## config.mk

```make
export PLATFORM = sky130hd
export DESIGN_NAME = lut_cfg_loader
export DESIGN_NICKNAME = d
export VERILOG_FILES = /design/src/rtl/lut_cfg_loader.sv
export SDC_FILE = /design/constraint.sdc
export NUM_CORES = 1
export LEC_CHECK = 0
export BUFFER_PORTS_ARGS = -buffer_cell sky130_fd_sc_hd__buf_2
export CELL_PAD_IN_SITES_DETAIL_PLACEMENT = 0
export CELL_PAD_IN_SITES_GLOBAL_PLACEMENT = 1
export CORE_UTILIZATION = 46
export CTS_BUF_LIST = sky130_fd_sc_hd__clkbuf_4
export DETAILED_ROUTE_END_ITERATION = 10
export GPL_ROUTABILITY_DRIVEN = 0
export PLACE_DENSITY_LB_ADDON = 0.1
export REMOVE_ABC_BUFFERS = 1
export SLEW_MARGIN = 20
export SYNTH_ARGS = -nofsm -noshare
export SYNTH_HDL_FRONTEND = slang
export SYNTH_SLANG_ARGS = --single-unit
```

## constraint.sdc

```tcl
create_clock -name clk -period 5.7 [get_ports clk]
set_input_delay 0.855 -clock clk [delete_from_list [all_inputs] [get_ports clk]]
set_output_delay 0.855 -clock clk [all_outputs]
set_load 0.01 [all_outputs]
```

## src/rtl/lut_cfg_loader.sv

```systemverilog
// lut_cfg_loader: packs a narrow valid/ready word stream into full LUT images
// and writes NUM_LUTS consecutive images to the LUT bank update port, each
// tagged with an incrementing table index.
module lut_cfg_loader #(
    parameter int IN_WIDTH  = 16,
    parameter int LUT_DEPTH = 16,
    parameter int LUT_WIDTH = 4,
    parameter int NUM_LUTS  = 16,
    localparam int IMG_W    = LUT_DEPTH * LUT_WIDTH,
    localparam int WPT      = IMG_W / IN_WIDTH,
    localparam int ID_W     = (NUM_LUTS > 1) ? $clog2(NUM_LUTS) : 1
) (
    input  logic                clk,
    input  logic                rst,
    input  logic                start,
    input  logic                abort,
    input  logic [IN_WIDTH-1:0] s_data,
    input  logic                s_valid,
    output logic                s_ready,
    output logic                cfg_update,
    output logic                lut_wr_valid,
    output logic [IMG_W-1:0]    lut_wr_data,
    output logic [ID_W-1:0]     lut_wr_id,
    output logic                busy,
    output logic                done,
    output logic                aborted
);

    localparam int WC_W = (WPT > 1) ? $clog2(WPT) : 1;

    typedef enum logic [1:0] {
        IDLE    = 2'd0,
        COLLECT = 2'd1,
        ISSUE   = 2'd2
    } state_t;

    state_t            state_r, state_s;
    logic [WC_W-1:0]   wcnt_r, wcnt_s;
    logic [IMG_W-1:0]  img_r, img_s;
    logic              wr_valid_s;
    logic [IMG_W-1:0]  wr_data_s;
    logic [ID_W-1:0]   wr_id_s;
    logic              busy_s;
    logic              cfg_s;
    logic              done_s;
    logic              aborted_s;

    // Ready is the only combinational output: words are taken only while collecting.
    assign s_ready = (state_r == COLLECT);

    // State register.
    always_ff @(posedge clk or posedge rst) begin
        if (rst) begin
            state_r <= IDLE;
        end else begin
            state_r <= state_s;
        end
    end

    // Next-state and next-output decode; abort takes priority over any other action.
    always_comb begin
        state_s    = state_r;
        wcnt_s     = wcnt_r;
        img_s      = img_r;
        wr_valid_s = 1'b0;
        wr_data_s  = lut_wr_data;
        wr_id_s    = lut_wr_id;
        busy_s     = busy;
        cfg_s      = cfg_update;
        done_s     = 1'b0;
        aborted_s  = aborted;
        case (state_r)
            IDLE: begin
                if (start && !abort) begin
                    state_s   = COLLECT;
                    wcnt_s    = {WC_W{1'b0}};
                    wr_id_s   = {ID_W{1'b0}};
                    aborted_s = 1'b0;
                    busy_s    = 1'b1;
                    cfg_s     = 1'b1;
                end else begin
                    state_s = IDLE;
                end
            end
            COLLECT: begin
                if (abort) begin
                    state_s   = IDLE;
                    wcnt_s    = {WC_W{1'b0}};
                    img_s     = {IMG_W{1'b0}};
                    aborted_s = 1'b1;
                    busy_s    = 1'b0;
                    cfg_s     = 1'b0;
                end else if (s_valid) begin
                    img_s[wcnt_r*IN_WIDTH +: IN_WIDTH] = s_data;
                    if (wcnt_r == WC_W'(WPT - 1)) begin
                        // Last word: launch the write strobe on this same edge.
                        state_s    = ISSUE;
                        wcnt_s     = {WC_W{1'b0}};
                        wr_valid_s = 1'b1;
                        wr_data_s  = img_s;
                    end else begin
                        wcnt_s = wcnt_r + WC_W'(1);
                    end
                end else begin
                    state_s = COLLECT;
                end
            end
            ISSUE: begin
                if (abort) begin
                    state_s   = IDLE;
                    wcnt_s    = {WC_W{1'b0}};
                    aborted_s = 1'b1;
                    busy_s    = 1'b0;
                    cfg_s     = 1'b0;
                end else if (lut_wr_id == ID_W'(NUM_LUTS - 1)) begin
                    state_s = IDLE;
                    done_s  = 1'b1;
                    busy_s  = 1'b0;
                    cfg_s   = 1'b0;
                end else begin
                    state_s = COLLECT;
                    wr_id_s = lut_wr_id + ID_W'(1);
                end
            end
            default: begin
                state_s = IDLE;
                busy_s  = 1'b0;
                cfg_s   = 1'b0;
            end
        endcase
    end

    // Datapath and registered outputs; write data and id hold their values while idle.
    always_ff @(posedge clk or posedge rst) begin
        if (rst) begin
            wcnt_r       <= {WC_W{1'b0}};
            img_r        <= {IMG_W{1'b0}};
            lut_wr_valid <= 1'b0;
            lut_wr_data  <= {IMG_W{1'b0}};
            lut_wr_id    <= {ID_W{1'b0}};
            busy         <= 1'b0;
            cfg_update   <= 1'b0;
            done         <= 1'b0;
            aborted      <= 1'b0;
        end else begin
            wcnt_r       <= wcnt_s;
            img_r        <= img_s;
            lut_wr_valid <= wr_valid_s;
            lut_wr_data  <= wr_data_s;
            lut_wr_id    <= wr_id_s;
            busy         <= busy_s;
            cfg_update   <= cfg_s;
            done         <= done_s;
            aborted      <= aborted_s;
        end
    end

endmodule

```

==> impl_results.md <==
* Status: finished clean
* Design area at 6780 um^2
* Clock buffer depth at 2
* Storage cell area at 3500 um^2
* Grt total ovfl at 0
* DRT antenna net count at 0
* Via count at 4620
* Die X at 116 um
* CTS tree: done
* Synth unique cells at 41
* FMAX at 0.338 GHz
* First-pass GRT wire length at 23.3 mm
* First-pass DRT Iterations at 5
* Htree depth at 4
* Initial drt markers at 303
* Min-Delay Path Class: input pin to asynchronous set/reset pin
* DP Area at 6490 um^2
* Critical path class: flop to flop
* Setup tns final at 0 ns
* Yosys reg bits at 140
* Mapped cell area at 6010 um^2
* Initial antenna violation count at 0
* Initial core utilization at 47.4%
* CTS Buf Count at 17
* Crit-path max cell delay at 0.62 ns
* Via-to-Cell Ratio at 5.77
* Slew margin rel. at 34.8%
* RSZ-0062 raised after global routing: no
* Yosys top cell by area: dfrtp_1
* Seq/Total Area, Yosys at 58.3%
* Diodes inserted at 0
* Row count at 41
* Final Power at 1820 uW
* DR DRC count at 0
* Root Buffer: clkbuf_4
* Area of the core at 12700 um^2
* Clk pin slew, worst setup/hold paths at 0.11 ns
* # setup viols final at 0
* Mapped Cells at 555
* Crit share post-route at 51.8%
* Number of fill cells at 1236
* Final min period at 2.95 ns
* Critical Path RT at 6.17 ns
* Routed wire per std cell at 18.0 um
* Fin Clk Skew at 0.0141 ns
* Pin count of the biggest net entering global routing at 79
* Crit-path leading delay family: simple AND/OR/NAND/NOR gates
* Later-pin clock latency in the skew report at 0.55 ns
* Final Hold Viols at 0
* Worst-path fanout max at 13
* Static leakage at 0.00354 uW
* Total power divided by cell area at 268 nW/um^2
* Yosys warning total at 0
* GRT Total Usage at 23.1%
* Post-CTS sizing at 0
* Final Max Tran Viols at 0
* Critical Path End Type: flop
* Avg Cell Area, Syn at 10.8 um^2
* Slowest cell on crit path: nor4_2
* Hpwl dp at 9.14 mm
* Asr flop ratio synth at 100%
* Vias in the first global route at 4421
* Multi-input gate area at 2210 um^2
* Crit path DAT at 3.43 ns
* Top FF cell, synth: dfrtp_1
* Final #Nets at 648
* CTS sink cnt at 140
* Hold-fix buffers, CTS at 0
* Worst slew pin tran at 0.975 ns
* Full die area at 13500 um^2
* Share of layout cells above drive strength 1 at 21.5%
* Largest cells by area after synthesis: dfrtp_1 58%, a221oi_1 9.5%, nor2_1 8.5%, a22o_1 7.7%, ha_1 2.3%
* Post-CTS Setup Bufs at 0
* Crit path launch type: flop
* Buffers on Ports at 94
* Area Growth Syn to Fin at 12.7%
* Worst IR Drop VDD at 143 uV
* Number of flops mapped to enable cells by yosys at 0
* Maxcap violations at 0
* Die Span Y at 116 um
* WP buf/inv at 2
* Critical Path, Cell by Cell: inv_1 -> ha_1 -> nand2b_1 -> nor4_2 -> buf_4 -> and2_1 -> a22o_1
* Post-Route WL at 14.4 mm
* Share of the synthesized area in the top cell type at 58.3%
* I/O Pins at 95
-- Yosys cell counts (all sizes together) (3+ instances only) --
library cell / count
clkbuf: 28
nand2: 19
nand2b: 5
ha: 11
nor3: 5
mux2i: 3
nor2: 136
nand3: 4
and2: 3
buf: 28
inv: 16
o21ai: 4
a21oi: 4
a221oi: 65
dfrtp: 140
a32o: 12
a22o: 53
-- power by group --
part / switching, uW / internal [uW] / total, uW / leakage, uW
clock network: 339 / 315 / 654 / 0.000161
registers: 14.9 / 1010 / 1030 / 0.00195
logic: 93.9 / 37.6 / 131 / 0.00143
-- registers in the layout, summed over array words and instances, names as in the netlist --
signal / count
img_r: 64
lut_wr_data: 64
lut_wr_id: 4
state_r: 2
wcnt_r: 2
aborted: 1
busy: 1
done: 1
lut_wr_valid: 1
-- per-stage QoR --
| step | worst slack (ns) | utilization (%) | hold slack, ns | cells |
|---|---|---|---|---|
| after floorplan | 1.09 | - | 0.466 | 499 |
| after global placement | 2.75 | 51.2 | 0.474 | 769 |
| after detailed placement | 2.74 | 51.2 | 0.481 | 769 |
| after CTS | 2.77 | 53.5 | 0.432 | 801 |
| after global routing | 2.47 | 53.5 | 0.465 | 801 |
| final | 2.75 | 53.5 | 0.420 | 801 |
-- layer usage --
layer | wire length [um] | up-vias | track usage, %
li1 | - | 2145 | -
met1 | 6490 | 2303 | 32.3
met2 | 6860 | 149 | 34.9
met3 | 775 | 23 | 5.40
met4 | 299 | 0 | 8.97
met5 | 0 | - | 0
-- cell families after synthesis --
logic type | after synthesis | synth area share, %
AND/OR/NAND/NOR | 182 | 12.8
AO/OA/AOI/OAI | 147 | 21.0
flip-flops | 140 | 58.3
buffers and inverters | 72 | 5.16
adder cells (fa/ha/maj) | 11 | 2.29
multiplexers | 3 | 0.499
-- final cells by class --
class / count / area share [%]
sequential: 140 / 51.7
multi-input combinational: 343 / 32.6
timing repair buffer: 98 / 7.39
tap: 172 / 3.18
clock buffer: 21 / 2.33
clock inverter: 11 / 1.85
inverter: 16 / 0.979
-- placed cells by master (no fill, tap or decap), drive strengths merged, types with 3 or more instances in the layout --
cell type | netlist | layout
nor2 | 136 | 136
mux2i | 3 | 3
clkbuf | 28 | 21
clkinv | 0 | 9
a21oi | 4 | 4
o21ai | 4 | 4
nand2b | 5 | 5
nand2 | 19 | 19
inv | 16 | 15
a221oi | 65 | 65
nand3 | 4 | 4
and2 | 3 | 3
bufinv | 0 | 3
dfrtp | 140 | 140
a22o | 53 | 53
a32o | 12 | 12
ha | 11 | 11
buf | 28 | 98
nor3 | 5 | 5
-- worst paths after layout --
check | from | end | slack (ns) | cells after the start
worst min register to register | lut_wr_data[41]$_DFFE_PP0P_ | lut_wr_data[41]$_DFFE_PP0P_ | 0.50 | 2
worst min-delay path | rst | lut_wr_data[24]$_DFFE_PP0P_ | 0.42 | 2
min in group clk | lut_wr_data[41]$_DFFE_PP0P_ | lut_wr_data[41]$_DFFE_PP0P_ | 0.50 | 2
worst max-delay path | wcnt_r[0]$_DFFE_PP0P_ | img_r[39]$_DFFE_PP0P_ | 2.75 | 7
max in group asynchronous | rst | img_r[30]$_DFFE_PP0P_ | 3.96 | 3
worst max register to register | wcnt_r[0]$_DFFE_PP0P_ | img_r[39]$_DFFE_PP0P_ | 2.75 | 7
Power figures use the tool's default switching activity.
